$ cat config.mk
export PLATFORM = sky130hd
export DESIGN_NAME = llc_input_arbiter
export DESIGN_NICKNAME = d
export VERILOG_FILES = /design/src/rtl/llc_input_arbiter.sv
export SDC_FILE = /design/constraint.sdc
export NUM_CORES = 1
export LEC_CHECK = 0
export CAP_MARGIN = 0
export CORE_UTILIZATION = 28
export DETAILED_ROUTE_END_ITERATION = 8
export HOLD_SLACK_MARGIN = 0.03
export PLACE_DENSITY = 0.6
export SETUP_SLACK_MARGIN = 0.15
export SLEW_MARGIN = 20
export SYNTH_ARGS = -nofsm -noshare
export SYNTH_HDL_FRONTEND = slang
export SYNTH_SLANG_ARGS = --single-unit
$ cat constraint.sdc
create_clock -name clk -period 2 [get_ports clk]
set_clock_uncertainty 0.2 [all_clocks]
set_input_delay 0.3 -clock clk [delete_from_list [all_inputs] [get_ports clk]]
set_output_delay 0.3 -clock clk [all_outputs]
set_load 0.01 [all_outputs]
$ cat src/rtl/llc_input_arbiter.sv
// ---------------------------------------------------------------------------
// llc_input_arbiter
//
// Picks which inbound LLC channel enters the single-issue LLC pipeline next
// and holds that grant until the pipeline retires the transaction.
//
// Handshake: each channel presents *_valid; the arbiter drives the matching
// *_ready high combinationally for exactly one cycle when that channel wins
// in IDLE with pipe_idle set. A transfer happens on valid & ready in that
// cycle. Ready is never raised for a channel whose valid is low, and it is
// never raised while a transaction is in flight.
//
// Ports:
//   clk, rst                 clock, asynchronous active-high reset
//   rsp_in_valid/ready       coherence response channel (highest priority)
//   rst_tb_valid/ready       testbench reset/flush channel
//   req_in_valid/ready       CPU request channel
//   dma_req_in_valid/ready   DMA request channel
//   req_stall                masks req_in
//   rst_stall                masks req_in and dma_req_in
//   flush_stall              masks dma_req_in
//   recall_pending           only rsp_in may be granted
//   pipe_idle                pipeline can accept a new transaction
//   pipe_done                one-cycle pulse, current transaction retired
//   sel_valid                transaction in flight (mirrors FSM BUSY)
//   sel_src                  0 rsp, 1 rst_tb, 2 req, 3 dma
//   starve_cnt               rounds req/dma have lost since their last grant
// ---------------------------------------------------------------------------
module llc_input_arbiter #(
    parameter int STARVE_LIMIT = 8,
    parameter int CNT_W        = 4
) (
    input  logic             clk,
    input  logic             rst,
    input  logic             rsp_in_valid,
    output logic             rsp_in_ready,
    input  logic             rst_tb_valid,
    output logic             rst_tb_ready,
    input  logic             req_in_valid,
    output logic             req_in_ready,
    input  logic             dma_req_in_valid,
    output logic             dma_req_in_ready,
    input  logic             req_stall,
    input  logic             rst_stall,
    input  logic             flush_stall,
    input  logic             recall_pending,
    input  logic             pipe_idle,
    input  logic             pipe_done,
    output logic             sel_valid,
    output logic [1:0]       sel_src,
    output logic [CNT_W-1:0] starve_cnt
);

    // The starvation counter saturates at STARVE_LIMIT, so it must fit.
    if (STARVE_LIMIT < 1 || STARVE_LIMIT > (2 ** CNT_W) - 1) begin : g_limit_check
        $error("llc_input_arbiter: STARVE_LIMIT must be in 1..2**CNT_W-1");
    end

    localparam logic [1:0]       SRC_RSP = 2'd0;
    localparam logic [1:0]       SRC_RST = 2'd1;
    localparam logic [1:0]       SRC_REQ = 2'd2;
    localparam logic [1:0]       SRC_DMA = 2'd3;
    localparam logic [CNT_W-1:0] LIMIT   = CNT_W'(STARVE_LIMIT);

    typedef enum logic {
        S_IDLE = 1'b0,
        S_BUSY = 1'b1
    } state_t;

    state_t           state_q;
    logic             sel_valid_q;
    logic [1:0]       sel_src_q;
    logic [CNT_W-1:0] starve_cnt_q;
    logic             rr_ptr_q;      // 0: req preferred, 1: dma preferred

    logic       e_rsp, e_rst, e_req, e_dma, e_rd;
    logic       override;
    logic       grant;
    logic [1:0] rd_src_d;
    logic [1:0] win_src_d;

    always_comb begin
        e_rsp = rsp_in_valid;
        e_rst = rst_tb_valid & ~recall_pending;
        e_req = req_in_valid & ~req_stall & ~rst_stall & ~recall_pending;
        e_dma = dma_req_in_valid & ~rst_stall & ~flush_stall & ~recall_pending;
        e_rd  = e_req | e_dma;

        // Round-robin only matters when both are eligible; a lone one wins.
        rd_src_d = SRC_REQ;
        if (e_req && e_dma) begin
            rd_src_d = rr_ptr_q ? SRC_DMA : SRC_REQ;
        end else if (e_dma) begin
            rd_src_d = SRC_DMA;
        end

        // A starved req/dma pair jumps ahead of rsp and rst_tb. Because
        // recall_pending clears e_rd, recall resolution is never blocked.
        override = (starve_cnt_q == LIMIT) && e_rd;

        win_src_d = SRC_RSP;
        if (override) begin
            win_src_d = rd_src_d;
        end else if (e_rsp) begin
            win_src_d = SRC_RSP;
        end else if (e_rst) begin
            win_src_d = SRC_RST;
        end else if (e_rd) begin
            win_src_d = rd_src_d;
        end

        // Gated by rst so readies read 0 while reset is held.
        grant = ~rst && (state_q == S_IDLE) && pipe_idle && (e_rsp | e_rst | e_rd);
    end

    assign rsp_in_ready     = grant && (win_src_d == SRC_RSP);
    assign rst_tb_ready     = grant && (win_src_d == SRC_RST);
    assign req_in_ready     = grant && (win_src_d == SRC_REQ);
    assign dma_req_in_ready = grant && (win_src_d == SRC_DMA);

    always_ff @(posedge clk or posedge rst) begin
        if (rst) begin
            state_q      <= S_IDLE;
            sel_valid_q  <= 1'b0;
            sel_src_q    <= SRC_RSP;
            starve_cnt_q <= '0;
            rr_ptr_q     <= 1'b0;
        end else begin
            case (state_q)
                S_IDLE: begin
                    if (grant) begin
                        state_q     <= S_BUSY;
                        sel_valid_q <= 1'b1;
                        sel_src_q   <= win_src_d;
                        if (win_src_d[1]) begin
                            // req/dma granted: point at the other one next.
                            starve_cnt_q <= '0;
                            rr_ptr_q     <= (win_src_d == SRC_REQ);
                        end else if (e_rd && starve_cnt_q != LIMIT) begin
                            starve_cnt_q <= starve_cnt_q + 1'b1;
                        end
                    end
                end
                S_BUSY: begin
                    if (pipe_done) begin
                        state_q     <= S_IDLE;
                        sel_valid_q <= 1'b0;
                    end
                end
                default: begin
                    state_q     <= S_IDLE;
                    sel_valid_q <= 1'b0;
                end
            endcase
        end
    end

    assign sel_valid  = sel_valid_q;
    assign sel_src    = sel_src_q;
    assign starve_cnt = starve_cnt_q;

endmodule

==> results.md, run 1 <==
* Slew headroom at ~77%
* CP Class: reg -> out
* DP Worst Slack at -0.6362 ns
* Final Hold Vio Count at 0
* Failing checks: negative setup slack
* Outcome: finished with violations
* Comb pwr share at roughly two fifths
* Crit path required time at 1.50 ns
* Switching power at around 170 uW
* Initial Utilization at between 20% and 30%
* Startpoint Class: flip-flop
* HP Class: reg -> reg
* WL met2 at about 800 um
* Pwr dens at slightly above 500 mW/mm2
* Crit end category: primary output
* N_diodes at 0
* Clk_lat worst skew at approximately 0.25 ns
* Sequential standard cell area at 226.5 um2
* H-tree Lvls at 1
* Clock share of power at 22.5%
* Via count at 624
* Post-route ant nets at 0
* Total power at around 600 uW
* Clk sinks at 9
* Worst-path cell chain: inv_2 > ha_4 > nand3b_1 > a2111oi_4 > o21a_1 > buf_4 > and2_4 > buf_6
* DR top layer: met3
* Area Growth Syn to Fin at 96.00%
* Top-count cell post-synth: dfrtp_1
* Metal3 WL at 47 um
* Synth Warn # at 0
* Core box area at between 0.0015 and 0.002 mm2
* Leading area contributor after synthesis: dfrtp_1
* Gate Count Post-Synth at 59
* Layout cell share with drive strength beyond 1 at around half
* F_max at between 400 and 500 MHz
* Clk buf depth at 2
* CTS tree: yes
* Synthesized flop and latch total at 9
* Final setup margin at -0.1999 ns
* Cell Rows at 16
* Initial antenna violation count at 0
* Num CTS Buffers at 3
* Cell variety after synth at 32
* Final period utilization at 110.0%
* Ys async rst share at between 90% and 100%
* DIE WIDTH at a little under 50 um
* First DRT Iteration DRCs at 4
* Peak VDD IR at between 0.3 and 0.4 mV
* Sequential share of power at between 30% and 40%
* Post-synth top area share at 37.89%
* Syn Area/Cell at 10.07 um2
* Sw Share at 28.80%
* Crit-path max cell delay at just under 0.4 ns
* Wirelength, routed at ~1.6 mm
* Synth top area cells: dfrtp_1 38%, a2111oi_4 4.6%, inv_1 4.4%
* Drt via density at about 4.5
* Top FF cell, synth: dfrtp_1
* Finished Core Util at between 50% and 60%
* Int Power at 427.1 uW
* Min Tclk post-route at roughly 2.2 ns
* Grt total ovfl at 0
* R2r setup slk at about 0.12 ns
* Leakage Power at 0.0005718 uW
* GR Util All Layers at between 10% and 20%
* TritonRoute pass-1 iters at 2
* Post-synth EDFFs at 0
* Vias in the first global route at 619
* Top-Level Pins at 23
* Met1 Wirelength at roughly 750 um
* Worst-path clk slew at about 0.060 ns
* Multi-input gate area at ~420 um2
* HPWL after DPL at about 1.2 mm
* Fillers at 187
* Final number of max-transition violations at 0
* Total Nets Final at approximately 130
* Root Driver: clkbuf_4
* Setup-failing EPs final at 4
* Placer congestion estimate at slightly above 0.8
* Syn nets at 73
* Unrepaired setup endpoints after global routing: yes
* DIE HEIGHT at 48.07 um
* First-pass GRT wire length at about 2.6 mm
* Wire length per cell at approximately 11 um
* Crit path DAT at approximately 1.7 ns
* Pin count of the biggest net entering global routing at 10
* Post-synth top cells: 9 x dfrtp_1, 7 x inv_1, 4 x nor2_1
* Port buffer count at 22
* Worst-Margin Slew at between 0.3 and 0.4 ns
* Critical path fanouts, max at 2
* Critical path's slowest cell: dfrtp_1
* MaxCap Viol Count at 0
* Hold_ws at between 0.3 and 0.4 ns
* Sequential share of the synthesized area at between 30% and 40%
* DRC at 0
* Syn Std Cell Area at between 500 and 600 um2
* Die area at ~0.0023 mm2
per-stage QoR:
step | cells | cell area (um2) | TNS, ns
floorplan | 59 | 598.1 | 0
global placement | 127 | 994.7 | -2.501
detailed placement | 127 | 994.7 | -2.637
CTS | 136 | 1089 | -0.8666
global route | 140 | 1165 | -0.9877
finish | 140 | 1165 | -0.5534
flip-flops by register name (all words and copies together) (netlist names):
name and count:
starve_cnt 4, sel_valid 1, state_q 1, sel_src 2
rr_ptr_q 1
cells by family (layout without fill, tap and decap cells):
group	Yosys count	count (layout)	share of synthesized area, %
AO/OA/AOI/OAI	18	18	28.00
XOR/XNOR	1	1	1.474
adder cells (fa/ha/maj)	2	2	4.210
buffers and inverters	7	61	4.422
flip-flops	9	9	37.90
multiplexers	1	1	1.895
AND/OR/NAND/NOR	21	21	22.11
area by class of cell:
class                   instances  area share, %
clock buffers                   4          2.256
inverters                       7          2.256
multi-input cells              43          35.77
flip-flops and latches          9          19.44
well taps                      27          2.900
repair buffers                 50          37.38
path summary, 6_finish.rpt:
path	from	endpoint	depth (start not counted)
max in group asynchronous	rst	starve_cnt[0]	3
worst min-delay path	rr_ptr_q	rr_ptr_q	1
worst min register to register	rr_ptr_q	rr_ptr_q	1
worst max-delay path	starve_cnt[1]	req_in_ready	8
worst max register to register	starve_cnt[1]	rr_ptr_q	8
min in group asynchronous	rst	sel_src[0]	3
repair_timing:
| item | 4_1_cts | 5_1_grt |
|---|---|---|
| hold buffers | 1 | 0 |
| setup endpoints to repair | 6 | 7 |
| gates resized for setup | 33 | 12 |
| hold endpoints to repair | 9 | 0 |
| pin swaps | 4 | 7 |
| buffers inserted | 4 | 4 |
| cloned | 0 | 0 |
power by group through the flow:
stage          logic (uW)  registers, uW  clock network (uW)
2_1_floorplan        69.1            246                   0
3_3_place_gp          209            229                   0
3_5_place_dp          210            230                   0
4_1_cts               230            227                 141
5_1_grt               258            229                 149
6_report              238            227                 135
cell usage in the layout (no fill, tap or decap), types with 3 or more instances in the layout:
cell type / netlist / final
nand2_1: 3 / 3
o21ai_0: 3 / 3
buf_4: 0 / 24
clkbuf_4: 0 / 3
dlygate4sd2_1: 0 / 4
buf_6: 0 / 4
clkdlybuf4s50_1: 0 / 10
dfrtp_1: 9 / 8
buf_2: 0 / 3
dlymetal6s2s_1: 0 / 4
inv_1: 7 / 5
metal layers:
| metal | up-vias | GRT usage, % |
|---|---|---|
| li1 | 320 | - |
| met1 | 293 | 20.32 |
| met2 | 11 | 27.84 |
| met3 | 0 | 1.132 |
| met4 | 0 | 5.000 |
| met5 | - | 0 |
worst max-delay path: cells and delay by family (launching register included):
family,cells,cell delay (ns)
compound gates,2,0.42
flops,1,0.39
fa+ha+maj,1,0.12
simple gates,2,0.25
buf+inv,3,0.27
No activity file was read; power rests on OpenSTA's default activity.
==> run 2: changes to the inputs <==
--- a/config.mk
+++ b/config.mk
@@ -6,6 +6,7 @@
 export NUM_CORES = 1
 export LEC_CHECK = 0
 export CAP_MARGIN = 0
+export CORE_MARGIN = 4
 export CORE_UTILIZATION = 28
 export DETAILED_ROUTE_END_ITERATION = 8
 export HOLD_SLACK_MARGIN = 0.03
==> results.md, run 2 (synthesis gave the netlist of run 1 again) <==
* Outcome: finished with violations
* Failing checks: negative setup slack
* Cell Rows at 16
* Setup-failing EPs final at 4
* Post-route ant nets at 0
* Clk buf depth at 2
* Critical path's slowest cell: clkdlybuf4s50_1
* F_max at 454.9 MHz
* DIE HEIGHT at ~54 um
* Comb pwr share at roughly two fifths
* Crit end category: primary output
* H-tree Lvls at 1
* Wire length per cell at about 13 um
* Crit path buf inv count at 3
* Pwr dens at 537.6 mW/mm2
* Total power at around 600 uW
* Final number of max-transition violations at 0
* Wirelength, routed at around 1.7 mm
* DRC at 0
* Crit path required time at 1.50 ns
* Switching power at roughly 170 uW
* Hold path start: rr_ptr_q
* Total Nets Final at about 120
* Core box area at 0.001982 mm2
* Int Power at ~420 uW
* Peak VDD IR at between 0.4 and 0.5 mV
* Critical path fanouts, max at 2
* Drt via density at ~4.6
* RR Startpoint: starve_cnt[1]
* GR Util All Layers at 13.92%
* HPWL after DPL at between 1 and 1.5 mm
* Grt total ovfl at 0
* Most common cell after layout, fill and taps aside: buf_4
* Root Driver: clkbuf_4
* Initial Utilization at about 30%
* Startpoint Class: primary input
* First DRT Iteration DRCs at 2
* Crit path DAT at roughly 1.7 ns
* Clock share of power at around 23%
* Layout cell share with drive strength beyond 1 at 49.06%
* Top-Level Pins at 23
* Sw Share at between 20 and 30%
* N_diodes at 0
* Most frequent cells in the layout: 18 x buf_4, 13 x clkdlybuf4s50_1, 8 x dfrtp_1
* Max FFs per register at 4
* Final period utilization at 109.9%
* Finished Core Util at a little under three fifths
* MaxCap Viol Count at 0
* First-pass GRT wire length at 2.863 mm
* DIE WIDTH at around 54 um
* CTS tree: yes
* Worst-path clk slew at about 0.06 ns
* Sequential share of power at a little under two fifths
* Initial antenna violation count at 0
* Clk_lat worst skew at 0.26 ns
* Min Tclk post-route at 2.198 ns
* Num CTS Buffers at 3
* Final Hold Vio Count at 0
* Worst-path cell chain: clkdlybuf4s50_1 > nand2b_4 > a2111oi_4 > o21a_1 > buf_4 > nor2_2 > buf_2
* Pin count of the biggest net entering global routing at 10
* CP top delay family: buffers and inverters
* Leakage Power at 0.0005171 uW
* Crit-path max cell delay at 0.41 ns
* Vias in the first global route at roughly 630
* Slew headroom at about 76%
* CP Class: in -> out
* Die area at about 0.0029 mm2
* Unrepaired setup endpoints after global routing: yes
* Final setup margin at -0.1983 ns
* HP Class: reg -> reg
* Port buffer count at 22
* Worst-Margin Slew at 0.3530 ns
* Placer congestion estimate at a little over 0.7
* Crit path from: req_stall
* Via count at a little over 600
* TritonRoute pass-1 iters at 2
* Clk sinks at 9
* Area Growth Syn to Fin at 87.58%
[run 2: worst paths after layout]
kind | endpoint | slack [ns] | depth (start not counted)
hold / removal | rr_ptr_q | 0.33 | 1
setup reg to reg | rr_ptr_q | 0.21 | 8
min in group asynchronous | starve_cnt[2] | 0.53 | 3
max in group asynchronous | starve_cnt[0] | 0.79 | 3
setup / recovery | dma_req_in_ready | -0.20 | 7
hold reg to reg | rr_ptr_q | 0.33 | 1
[run 2: timing repair]
item / in CTS / in global routing
pin swaps: 4 / 8
hold buffers: 1 / 0
setup buffers: 1 / 0
gates cloned: 0 / 0
setup endpoints to repair: 6 / 7
endpoints found under the hold margin: 9 / 0
resized for setup: 30 / 14
[run 2: final cells by class]
class | instances | area (um2)
clock buffer | 4 | 26.28
multi-input combinational | 43 | 422.9
sequential | 9 | 226.5
timing repair buffer | 43 | 379.1
fill | 181 | 867.1
tap | 27 | 33.78
inverter | 7 | 26.28
[run 2: power by group through the flow]
stage	registers [uW]	logic [uW]	clock network, uW
3_3_place_gp	228	209	0
4_1_cts	226	228	150
5_1_grt	231	257	161
3_5_place_dp	229	212	0
2_1_floorplan	246	69.1	0
6_report	226	234	139
[run 2: stage by stage]
step	std cells	worst slack (ns)	TNS (ns)	instance area [um2]	hold WS (ns)
6_report	133	-0.1983	-0.5815	1115	0.3253
5_1_grt	133	-0.2883	-0.9356	1115	0.3444
4_1_cts	133	-0.2731	-0.9076	1066	0.3073
3_5_place_dp	127	-0.6543	-2.723	994.7	0.2896
3_3_place_gp	127	-0.6277	-2.551	994.7	0.2866
2_1_floorplan	59	0.1175	0	598.1	-0.07215
[run 2: layer usage]
metal / global-route usage, % / vias to the layer above / share of wire, %
met5: 0 / - / 0
met2: 23.79 / 16 / 52
met1: 16.19 / 286 / 40
met3: 3.601 / 2 / 7.1
li1: - / 307 / -
met4: 6.224 / 0 / 1.1
==> run 3: changes to the inputs <==
--- a/config.mk
+++ b/config.mk
@@ -8,6 +8,7 @@
 export CAP_MARGIN = 0
 export CORE_MARGIN = 4
 export CORE_UTILIZATION = 28
+export CTS_CLUSTER_DIAMETER = 60
 export DETAILED_ROUTE_END_ITERATION = 8
 export HOLD_SLACK_MARGIN = 0.03
 export PLACE_DENSITY = 0.6
==> results of run 3 <==
No change in the layout: final DEF, timing and power equal those of run 2.
